--- config.mk ---
export PLATFORM = sky130hd
export DESIGN_NAME = cargador_instrucciones
export DESIGN_NICKNAME = d
export VERILOG_FILES = /design/src/rtl/cargador_instrucciones_pkg.sv /design/src/rtl/cargador_instrucciones_empaquetador.sv /design/src/rtl/cargador_instrucciones.sv
export SDC_FILE = /design/constraint.sdc
export NUM_CORES = 1
export LEC_CHECK = 0
export ABC_AREA = 1
export BUFFER_PORTS_ARGS = -buffer_cell sky130_fd_sc_hd__buf_2
export CAP_MARGIN = 20
export CORE_UTILIZATION = 50
export DETAILED_ROUTE_END_ITERATION = 6
export HOLD_SLACK_MARGIN = 0.1
export PLACE_DENSITY = 0.72
export RECOVER_POWER = 100
export SETUP_SLACK_MARGIN = 0.5
export SLEW_MARGIN = 20
export SYNTH_ARGS = -nofsm -noshare
export SYNTH_HDL_FRONTEND = slang
export SYNTH_HIERARCHICAL = 1
export SYNTH_SLANG_ARGS = --single-unit
--- constraint.sdc ---
create_clock -name clk -period 2.68 [get_ports clk]
set_input_delay 0.268 -clock clk [delete_from_list [all_inputs] [get_ports clk]]
set_output_delay 0.268 -clock clk [all_outputs]
set_load 0.01 [all_outputs]
--- src/rtl/cargador_instrucciones_pkg.sv ---
// Shared types and constants for the UART-to-instruction-memory loader:
// FSM encoding, HALT opcode, opcode field bounds and bytes-per-word helper.
package cargador_pkg;

  typedef enum logic [1:0] {
    ST_IDLE  = 2'd0,
    ST_RECV  = 2'd1,
    ST_WRITE = 2'd2,
    ST_DONE  = 2'd3
  } state_t;

  localparam logic [5:0] HALT_OPCODE_DEF = 6'b111111;

  localparam int OPC_HI = 31;
  localparam int OPC_LO = 26;

  function automatic int bytes_per_word(input int len, input int len_data);
    return len / len_data;
  endfunction

  localparam int BYTES_PER_WORD = bytes_per_word(32, 8);

endpackage

--- src/rtl/cargador_instrucciones_empaquetador.sv ---
// Byte packer: shifts bytes in MSB-first and flags word_valid on the byte
// that completes a word; the counter then restarts at zero on its own.
module empaquetador_bytes
  import cargador_pkg::*;
#(
  parameter int LEN      = 32,
  parameter int LEN_DATA = 8
) (
  input  logic                clk,
  input  logic                reset,
  input  logic                clr,
  input  logic                byte_vld,
  input  logic [LEN_DATA-1:0] byte_in,
  output logic [LEN-1:0]      word_out,
  output logic                word_valid,
  output logic                byte_pending
);

  localparam int BPW   = bytes_per_word(LEN, LEN_DATA);
  localparam int CNT_W = $clog2(BPW + 1);

  logic [LEN-1:0]   shift_q, shift_d, shifted;
  logic [CNT_W-1:0] cnt_q, cnt_d;

  always_comb begin
    shifted    = {shift_q[LEN-LEN_DATA-1:0], byte_in};
    word_out   = shifted;
    word_valid = byte_vld && !clr && (cnt_q == CNT_W'(BPW - 1));
    shift_d    = shift_q;
    cnt_d      = cnt_q;
    if (clr) begin
      shift_d = '0;
      cnt_d   = '0;
    end else if (byte_vld) begin
      shift_d = shifted;
      cnt_d   = word_valid ? '0 : cnt_q + CNT_W'(1);
    end
  end

  assign byte_pending = (cnt_q != '0);

  always_ff @(posedge clk) begin
    if (!reset) begin
      shift_q <= '0;
      cnt_q   <= '0;
    end else begin
      shift_q <= shift_d;
      cnt_q   <= cnt_d;
    end
  end

endmodule

--- src/rtl/cargador_instrucciones.sv ---
// Loads 32-bit instructions received byte-by-byte over UART into instruction
// memory. Optional inter-byte timeout enabled by defining CARGADOR_TIMEOUT_EN.
module cargador_instrucciones
  import cargador_pkg::*;
#(
  parameter int         LEN                = 32,
  parameter int         LEN_DATA           = 8,
  parameter int         cant_instrucciones = 64,
  parameter logic [5:0] HALT_OPCODE        = cargador_pkg::HALT_OPCODE_DEF
`ifdef CARGADOR_TIMEOUT_EN
  ,
  parameter int         TIMEOUT_CYCLES     = 2_000_000
`endif
) (
  input  logic                clk,
  input  logic                reset,
  input  logic                start,
  input  logic                rx_done,
  input  logic [LEN_DATA-1:0] uart_data_in,
  output logic [LEN-1:0]      addr_mem_inst,
  output logic [LEN-1:0]      ins_to_mem,
  output logic                wea,
  output logic                busy,
  output logic                done,
`ifdef CARGADOR_TIMEOUT_EN
  output logic                timeout,
`endif
  output logic                full
);

  localparam logic [LEN-1:0] LAST_ADDR = LEN'(cant_instrucciones - 1);

  state_t         state_q, state_d;
  logic [LEN-1:0] addr_q, addr_d;
  logic [LEN-1:0] ins_q, ins_d;
  logic           full_q, full_d;

  logic           pk_vld, pk_clr, pk_valid, pk_pending;
  logic [LEN-1:0] pk_word;

`ifdef CARGADOR_TIMEOUT_EN
  localparam int TMO_W = $clog2(TIMEOUT_CYCLES + 1);

  logic [TMO_W-1:0] tmo_q, tmo_d;
  logic             timeout_q, timeout_d;
  logic             tmo_run, tmo_hit;

  // Gap counter only runs while a partial word is waiting for its next byte.
  always_comb begin
    tmo_run = (state_q == ST_RECV) && pk_pending && !rx_done;
    tmo_hit = tmo_run && (tmo_q == TMO_W'(TIMEOUT_CYCLES - 1));
    tmo_d   = tmo_run ? tmo_q + TMO_W'(1) : '0;
  end

  always_ff @(posedge clk) begin
    if (!reset) begin
      tmo_q     <= '0;
      timeout_q <= 1'b0;
    end else begin
      tmo_q     <= tmo_d;
      timeout_q <= timeout_d;
    end
  end

  assign timeout = timeout_q;
`else
  logic unused_pending;
  assign unused_pending = pk_pending;
`endif

  // A byte arriving during WRITE already belongs to the next word.
  always_comb begin
    pk_vld = rx_done && ((state_q == ST_RECV) || (state_q == ST_WRITE));
    pk_clr = (state_q == ST_IDLE) && start;
`ifdef CARGADOR_TIMEOUT_EN
    pk_clr = pk_clr || tmo_hit;
`endif
  end

  empaquetador_bytes #(
    .LEN      (LEN),
    .LEN_DATA (LEN_DATA)
  ) u_empaquetador (
    .clk          (clk),
    .reset        (reset),
    .clr          (pk_clr),
    .byte_vld     (pk_vld),
    .byte_in      (uart_data_in),
    .word_out     (pk_word),
    .word_valid   (pk_valid),
    .byte_pending (pk_pending)
  );

  always_comb begin
    state_d = state_q;
    addr_d  = addr_q;
    ins_d   = ins_q;
    full_d  = full_q;
`ifdef CARGADOR_TIMEOUT_EN
    timeout_d = timeout_q;
`endif
    case (state_q)
      ST_IDLE: begin
        if (start) begin
          state_d = ST_RECV;
          addr_d  = '0;
          full_d  = 1'b0;
`ifdef CARGADOR_TIMEOUT_EN
          timeout_d = 1'b0;
`endif
        end
      end
      ST_RECV: begin
        if (pk_valid) begin
          ins_d   = pk_word;
          state_d = ST_WRITE;
        end
`ifdef CARGADOR_TIMEOUT_EN
        else if (tmo_hit) begin
          timeout_d = 1'b1;
          state_d   = ST_DONE;
        end
`endif
      end
      ST_WRITE: begin
        if (ins_q[OPC_HI:OPC_LO] == HALT_OPCODE) begin
          state_d = ST_DONE;
        end else if (addr_q == LAST_ADDR) begin
          full_d  = 1'b1;
          state_d = ST_DONE;
        end else begin
          addr_d  = addr_q + LEN'(1);
          state_d = ST_RECV;
        end
      end
      ST_DONE: state_d = ST_IDLE;
      default: state_d = ST_IDLE;
    endcase
  end

  always_ff @(posedge clk) begin
    if (!reset) begin
      state_q <= ST_IDLE;
      addr_q  <= '0;
      ins_q   <= '0;
      full_q  <= 1'b0;
    end else begin
      state_q <= state_d;
      addr_q  <= addr_d;
      ins_q   <= ins_d;
      full_q  <= full_d;
    end
  end

  assign addr_mem_inst = addr_q;
  assign ins_to_mem    = ins_q;
  assign wea           = (state_q == ST_WRITE);
  assign busy          = (state_q != ST_IDLE);
  assign done          = (state_q == ST_DONE);
  assign full          = full_q;

endmodule
==> flow_summary.ini, run 1 <==
[die]
die_x_um = 103
die_h_um = 103
dieArea_sq_um = 10500
core_sq_um = 9770
core.rowCount = 36
io_pins = 80
start_util_pct = 51.8

[job]
cap_violations = 0

[logic_synthesis]
synth_nets = 794
avgSynthCellArea_sq_um = 6.53
synthesis.area_sq_um = 5060
yosys_warnings = 6
synthCells = 775

[critical_path]
path_class = reg -> reg
crit_required_ns = 2.95
worstSetupEndpointType = register
start_kind = register
worstPathArrival_ns = 2.51
crit_fanout = 24

[place]
dp_hpwl_um = 9710
postPlaceCellArea_sq_um = 5410
portBuffers = 79
place.gp.congestion = 0.954

[global_routing]
grt_antenna_before_repair = 0
grt_pass1_vias = 4599
grt.total_usage_pct = 27.1
grt-ovfl-total = 0
grt_max_degree = 37
grt_pass1_wl_um = 22100

[timing]
finalHoldViolCount = 0
fmax_mhz = 445
skew_ns = 0.0102
tightest_slew_ns = 0.909
fin_tns_setup_ns = 0
slew_viol_final = 0
finalSetupViolCount = 0
rsz0062_at_grt = no
slew-limit-headroom_pct = 39.3
finalCritPeriodShare_pct = 83.8
finalCriticalPeriod_ns = 2.25

[cells_and_area]
final_common_cell = nand2_1
final_cell_mix = nand2_1 (214), nor2_1 (155), dfxtp_1 (94)
area_delta_synth_final_pct = 8.36
stdcell_area_sq_um = 5480
num_antenna_cells = 0
nNetsFinal = 858
drive_above_1_share_pct = 7.58

[route]
viasPerCell = 5.33
drt_iter0_drc = 455
wl_um = 13800
drc = 0
vias = 5208
ant_nets = 0
firstDrtPassIters = 6
wl_per_cell_um = 14.1

[clock_network]
h-tree-depth = 3
cts.clk_slew.worst_paths_ns = 0.10
cts_hold_buf = 0
cts_tree = built
numCtsBuffers = 9
clkLatencyLatePin_ns = 0.38
clock_path_buffers = 2
ctsRootBufferMaster = clkbuf_8
cts_sinks = 94

[power_and_ir_drop]
pwr-share-comb_pct = 28.5
ir_worst_vdd_v = 0.000437
p_int_mw = 2.13
p_leak_nw = 2.11
p_seq_share_pct = 44.5
p_sw_share_pct = 38.5
p_per_area_nw_per_um2 = 632
pwr-share-clk_pct = 26.9
p_sw_mw = 1.33

[hold_path]
hold_path_class = in -> reg

[status]
status = completed
-- cell type report --
cell class / count / area, sq um
fillers: 1053 / 4290
multi-input cells: 568 / 2550
flip-flops and latches: 94 / 1880
repair buffers: 92 / 409
inverters: 74 / 287
well taps: 133 / 166
clock buffers: 13 / 159
clock inverters: 3 / 26.3
-- routing by layer --
layer	GRT usage (%)	wire, um	up-vias
met5	0	0	-
met4	10.2	172	0
met3	5.22	1190	19
met2	41.6	6160	251
met1	37.5	6270	2376
li1	-	-	2562
-- flip-flops by register name, indices dropped and copies added (netlist names) --
name / flops
addr_mem_inst: 32
full: 1
u_empaquetador/cnt_q: 3
u_empaquetador/shift_q: 24
ins_to_mem: 32
state_q: 2
-- metrics by stage --
stage | power [mW] | hold WS [ns] | worst slack [ns] | instances | utilization [%]
CTS | 3.46 | 0.158 | 0.511 | 972 | 57.3
finish | 3.47 | 0.159 | 0.434 | 977 | 56.1
global placement | 2.52 | 0.435 | 0.597 | 956 | 55.4
floorplan | 2.42 | 0.422 | 0.797 | 775 | -
detailed placement | 2.55 | 0.440 | 0.508 | 956 | 55.4
global route | 3.66 | 0.163 | 0.260 | 977 | 56.1
-- worst paths after layout --
check                                     start                to  slack, ns  cells after the start
worst max-delay path                 state_q[0]  addr_mem_inst[0]       0.43                      7
worst max register to register       state_q[0]  addr_mem_inst[0]       0.43                      7
worst min-delay path            uart_data_in[0]     ins_to_mem[0]       0.16                      3
worst min register to register             full              full       0.45                      2
-- repair_timing --
action                     CTS  global route
hold endpoints to repair     0             0
gates cloned                 0             1
setup endpoints to repair    1            43
buffers inserted             0             4
resized for setup            1             6
-- power groups by stage --
stage | Sequential (mW) | Clock [mW] | Combinational, mW
finish | 1.54 | 0.934 | 0.990
global route | 1.55 | 0.997 | 1.11
CTS | 1.54 | 0.936 | 0.984
detailed placement | 1.57 | 0 | 0.976
global placement | 1.57 | 0 | 0.957
floorplan | 1.56 | 0 | 0.855
-- critical path, cell delays in order, from the launching register on --
cell,delay (ns)
dfxtp_1,0.42
inv_1,0.12
ha_1,0.22
buf_4,0.24
nand4_1,0.27
nand3_1,0.53
a21oi_1,0.29
nor2_1,0.05
No activity file was read; power rests on OpenSTA's default activity.
==> run 2, diff against run 1 <==
==> constraint.sdc (replaced) <==
create_clock -name clk -period 2.1 [get_ports clk]
set_input_delay 0.21 -clock clk [delete_from_list [all_inputs] [get_ports clk]]
set_output_delay 0.21 -clock clk [all_outputs]
set_load 0.01 [all_outputs]
==> run 2 against run 1 <==
Setup slack worse by 0.24 ns. First-iteration DRC count is 12% higher. Clock skew hardly changed. Wire length is 21% higher. Sequential power is 29% higher. Combinational power is 100% higher. Non-clock buffer count is 46 higher. Sequential cell count stayed put. Core utilization is 13 points higher. Global-route usage is 1.7 points higher. Clock power is 43% higher. Critical path depth is 7 higher. Critical path type unchanged. Critical endpoint is now state_q[1]. Largest power group is now combinational logic.
==> flow_summary.ini, run 2 (same netlist as run 1, synthesis figures left out) <==
[status]
status = completed

[route]
drc = 0
wl_um = 16700
vias = 5681
viasPerCell = 5.54
ant_nets = 0
wl_per_cell_um = 16.3
firstDrtPassIters = 6
drt_iter0_drc = 510

[timing]
rsz0062_at_grt = yes
tightest_slew_ns = 0.732
finalSetupViolCount = 0
fin_tns_setup_ns = 0
skew_ns = 0.0104
finalCritPeriodShare_pct = 90.6
finalCriticalPeriod_ns = 1.90
fmax_mhz = 525
finalHoldViolCount = 0
slew-limit-headroom_pct = 51.2
slew_viol_final = 0

[critical_path]
slowest_delay_ns = 0.45
worstPathArrival_ns = 2.23
r2r_slack_ns = 0.20
worstSetupEndpointType = register
slowest_stage = dfxtp_1
path_cells = inv_4 -> ha_1 -> nand2_4 -> inv_2 -> inv_2 -> nand2_2 -> nor2_4 -> buf_6 -> o22ai_4 -> inv_2 -> nand2_2 -> a21oi_2 -> nand2_1 -> inv_1
worst_path_most_repeated_cell = inv_2
crit_fanout = 3
start_kind = register
crit_required_ns = 2.43
path_class = reg -> reg

[global_routing]
grt.total_usage_pct = 28.8
grt_pass1_wl_um = 23400
grt_max_degree = 28
grt_pass1_vias = 4874
grt-ovfl-total = 0
grt_antenna_before_repair = 0

[die]
start_util_pct = 51.8
core_sq_um = 9770
core.rowCount = 36
die_h_um = 103
die_x_um = 103
dieArea_sq_um = 10500
io_pins = 80

[clock_network]
clock_path_buffers = 2
clkLatencyLatePin_ns = 0.38
cts.clk_slew.worst_paths_ns = 0.10
cts_sinks = 94
h-tree-depth = 3
ctsRootBufferMaster = clkbuf_8
numCtsBuffers = 9
cts_tree = built

[power_and_ir_drop]
p_leak_nw = 2.72
p_int_mw = 3.23
pwr-share-comb_pct = 37.5
p_sw_mw = 2.09
p_sw_share_pct = 39.2
ir_worst_vdd_v = 0.000527
p_per_area_nw_per_um2 = 792
pwr-share-clk_pct = 25.2
p_seq_share_pct = 37.3

[cells_and_area]
final_cell_mix = nand2_1 (195), nor2_1 (130), dfxtp_1 (93)
nNetsFinal = 907
final_common_cell = nand2_1
fin_cells = 1026
num_antenna_cells = 0
area_delta_synth_final_pct = 32.5
drive_above_1_share_pct = 27.3

[place]
dp_cells = 964
place.gp.congestion = 0.969
dp_hpwl_um = 9780
portBuffers = 79

[hold_path]
hold_path_class = in -> reg

[job]
cap_violations = 0
-- run 2: cell count changes in the layout (fill, tap and decap cells not counted), moves of 11 or more --
cell	previous run	this run
buf_2	12	39
buf_4	7	27
clkbuf_1	71	43
inv_1	71	55
inv_2	0	14
nand2_1	214	195
nand2_2	13	26
nor2_1	155	130
nor2_2	3	17
nor2_4	1	12
o21ai_0	45	7
o21ai_1	2	17
o21ai_2	0	20
-- run 2: power groups by stage --
stage / registers (mW) / clock network (mW) / logic [mW]
after global routing: 1.99 / 1.41 / 2.10
after global placement: 2.00 / 0 / 1.31
after floorplan: 2.01 / 0 / 1.11
final: 1.98 / 1.34 / 1.99
after detailed placement: 2.01 / 0 / 1.33
after CTS: 1.97 / 1.34 / 1.75
-- run 2: routing by layer --
metal  routed length (um)  track usage (%)  up-vias
li1                     -                -     2698
met3                 1620             6.24       63
met1                 6820             38.8     2621
met5                    0                0        -
met4                  599             10.3        0
met2                 7710             45.3      299
-- run 2: through the flow --
stage | power, mW | hold WS (ns) | setup slack, ns | util, % | instance area [sq um]
2_1_floorplan | 3.12 | 0.369 | 0.485 | - | 5150
3_3_place_gp | 3.32 | 0.430 | 0.208 | 56.4 | 5520
3_5_place_dp | 3.34 | 0.439 | 0.122 | 56.4 | 5520
4_1_cts | 5.05 | 0.104 | 0.480 | 65.3 | 6380
5_1_grt | 5.50 | 0.119 | 0.124 | 68.6 | 6710
6_report | 5.31 | 0.123 | 0.197 | 68.6 | 6710
-- run 2: critical path: cells and delay by family (launching register included) --
kind                       cells  cell delay [ns]
AOI/OAI and AO/OA              2             0.20
DFF                            1             0.45
buffers and inverters          6             0.45
adders and majority gates      1             0.24
and+or+nand+nor                5             0.50
-- run 2: area by class of cell --
type	count	area, sq um
multi-input cells	571	3070
fillers	816	3070
flip-flops and latches	94	1880
repair buffers	138	1070
inverters	74	303
well taps	133	166
clock buffers	11	153
clock inverters	5	61.3
-- run 2: final timing paths --
kind / depth (start not counted) / endpoint / start
setup / recovery: 14 / state_q[1] / state_q[1]
hold / removal: 3 / u_empaquetador/shift_q[3] / uart_data_in[3]
setup reg to reg: 14 / state_q[1] / state_q[1]
hold reg to reg: 2 / u_empaquetador/shift_q[18] / u_empaquetador/shift_q[18]
-- run 2: what timing repair did --
action	CTS	global route
resized for setup	90	109
hold buffers	5	0
pin swaps	22	39
gates cloned	6	6
endpoints found under the hold margin	7	0
setup endpoints to repair	71	70
setup buffers	24	5
==> run 3, diff against run 2 <==
--- a/config.mk
+++ b/config.mk
@@ -8,10 +8,9 @@
 export ABC_AREA = 1
 export BUFFER_PORTS_ARGS = -buffer_cell sky130_fd_sc_hd__buf_2
 export CAP_MARGIN = 20
-export CORE_UTILIZATION = 50
+export CORE_UTILIZATION = 25
 export DETAILED_ROUTE_END_ITERATION = 6
 export HOLD_SLACK_MARGIN = 0.1
-export PLACE_DENSITY = 0.72
 export RECOVER_POWER = 100
 export SETUP_SLACK_MARGIN = 0.5
 export SLEW_MARGIN = 20
==> run 3 against run 2 <==
Die area increased by 98%. Design area up 1.2%. Global-route usage is 13 points lower. Power grew 6.3%. Critical path depth shrank 4. Critical endpoint is now addr_mem_inst[7]. Highest routed layer is now met5.
==> flow_summary.ini, run 3 (same netlist as run 1, synthesis figures left out) <==
[die]
start_util_pct = 25.8
die_x_um = 144
core_sq_um = 19700
io_pins = 80
die_h_um = 144
dieArea_sq_um = 20800
core.rowCount = 51

[power_and_ir_drop]
ir_worst_vdd_v = 0.000454
p_per_area_nw_per_um2 = 832
p_leak_nw = 2.65

[route]
wl_um = 16700
wl_met3_um = 1180
wl_per_cell_um = 14.5
dr.max_layer_used = met5
drt_iter0_drc = 304
ant_nets = 0
routedLengthMet1_um = 7110
viasPerCell = 4.64
drc = 0
firstDrtPassIters = 5
wl_met2_um = 7970
vias = 5349

[place]
place.gp.congestion = 0.938
dp_hpwl_um = 10800
portBuffers = 79

[critical_path]
start_kind = register
worstSetupEndpointType = register
worstPathArrival_ns = 2.09
crit_fanout = 5
path_class = reg -> reg
crit_required_ns = 2.38

[job]
cap_violations = 0

[timing]
skew_ns = 0.00555
tightest_slew_ns = 0.510
holdWs_ns = 0.108
finalSetupViolCount = 0
slew_viol_final = 0
finalCritPeriodShare_pct = 86.5
fmax_mhz = 551
finalHoldViolCount = 0
slew-limit-headroom_pct = 66.0
finalCriticalPeriod_ns = 1.82
rsz0062_at_grt = yes
fin_tns_setup_ns = 0

[global_routing]
grt.total_usage_pct = 15.9
grt_antenna_before_repair = 2
grt_max_degree = 43
grt_pass1_wl_um = 25300
grt-ovfl-total = 0
grt_pass1_vias = 4926

[cells_and_area]
seq_area_sq_um = 1890
final_common_cell = nand2_1
area_delta_synth_final_pct = 34.1
num-fill-cells = 2205
final_cell_mix = nand2_1 (197), nor2_1 (127), dfxtp_1 (92)
nNetsFinal = 902
drive_above_1_share_pct = 24.0
multi_input_area_sq_um = 3010

[clock_network]
h-tree-depth = 3
ctsRootBufferMaster = clkbuf_16
cts.clk_slew.worst_paths_ns = 0.07
clock_path_buffers = 2
cts_tree = built
cts_sinks = 94
numCtsBuffers = 9
clkLatencyLatePin_ns = 0.36

[hold_path]
hold_path_class = in -> reg

[status]
status = completed
==> run 3: changes by cell type in the layout (fill, tap and decap cells not counted), moves of 5 or more <==
cell and delta:
clkbuf_1 +18, nand3_1 +5, o21ai_0 +8, clkbuf_16 +7, buf_2 -17, clkbuf_8 -8, inv_2 -11, nand3_2 -6
o21ai_1 -12, nor2_2 +7, inv_1 +12
==> run 3: final timing paths <==
check                                        startpoint                 endpoint  slack, ns  cells after the start
worst max-delay path                   addr_mem_inst[1]         addr_mem_inst[7]       0.28                     10
worst min-delay path                    uart_data_in[3]            ins_to_mem[3]       0.11                      3
worst max register to register         addr_mem_inst[1]         addr_mem_inst[7]       0.28                     10
worst min register to register  u_empaquetador/cnt_q[2]  u_empaquetador/cnt_q[2]       0.44                      2
==> run 3: through the flow <==
stage / power [mW] / utilization (%) / area (sq um) / setup WS (ns) / instances
6_report: 5.65 / 34.5 / 6790 / 0.284 / 1154
5_1_grt: 5.94 / 34.5 / 6790 / 0.170 / 1153
4_1_cts: 5.44 / 32.6 / 6410 / 0.465 / 1134
3_5_place_dp: 3.40 / 29.0 / 5700 / 0.204 / 1094
3_3_place_gp: 3.38 / 29.0 / 5700 / 0.287 / 1094
2_1_floorplan: 3.12 / - / 5150 / 0.485 / 775
==> run 3: repair_timing <==
action / in CTS / in global routing
hold endpoints to repair: 1 / 0
endpoints found under the setup margin: 68 / 68
hold buffers: 1 / 0
gates cloned: 3 / 7
buffers inserted: 20 / 12
resized for setup: 57 / 113
pin swaps: 13 / 34
==> run 3: routing by layer <==
metal	GRT usage, %	vias up
li1	-	2671
met1	18.8	2466
met2	27.1	178
met3	4.44	32
met4	5.82	2
met5	0	-
==> run 3: worst max-delay path: stages (launching register included) <==
cell and delay, ns:
dfxtp_1 0.40, ha_1 0.26, nand2_4 0.08, nor2_4 0.18, nand2_2 0.09, nor2_4 0.11
nand3_4 0.13, nand3_4 0.16, buf_6 0.14, nand2_4 0.04, a21oi_1 0.15
==> run 3: final cells by class <==
cell class,instances,area share (%)
Tap cell,265,4.88
Timing Repair Buffer,135,13.9
Clock inverter,6,1.09
Multi-Input combinational cell,569,44.4
Antenna cell,1,0.0369
Clock buffer,10,3.52
Inverter,74,4.42
Sequential cell,94,27.8
==> run 3: report_power, final <==
part | switching [mW] | internal (mW) | total (mW)
registers | 0.0934 | 1.87 | 1.96
logic | 1.19 | 0.742 | 1.94
clock network | 0.775 | 0.974 | 1.75
total | 2.06 | 3.59 | 5.65
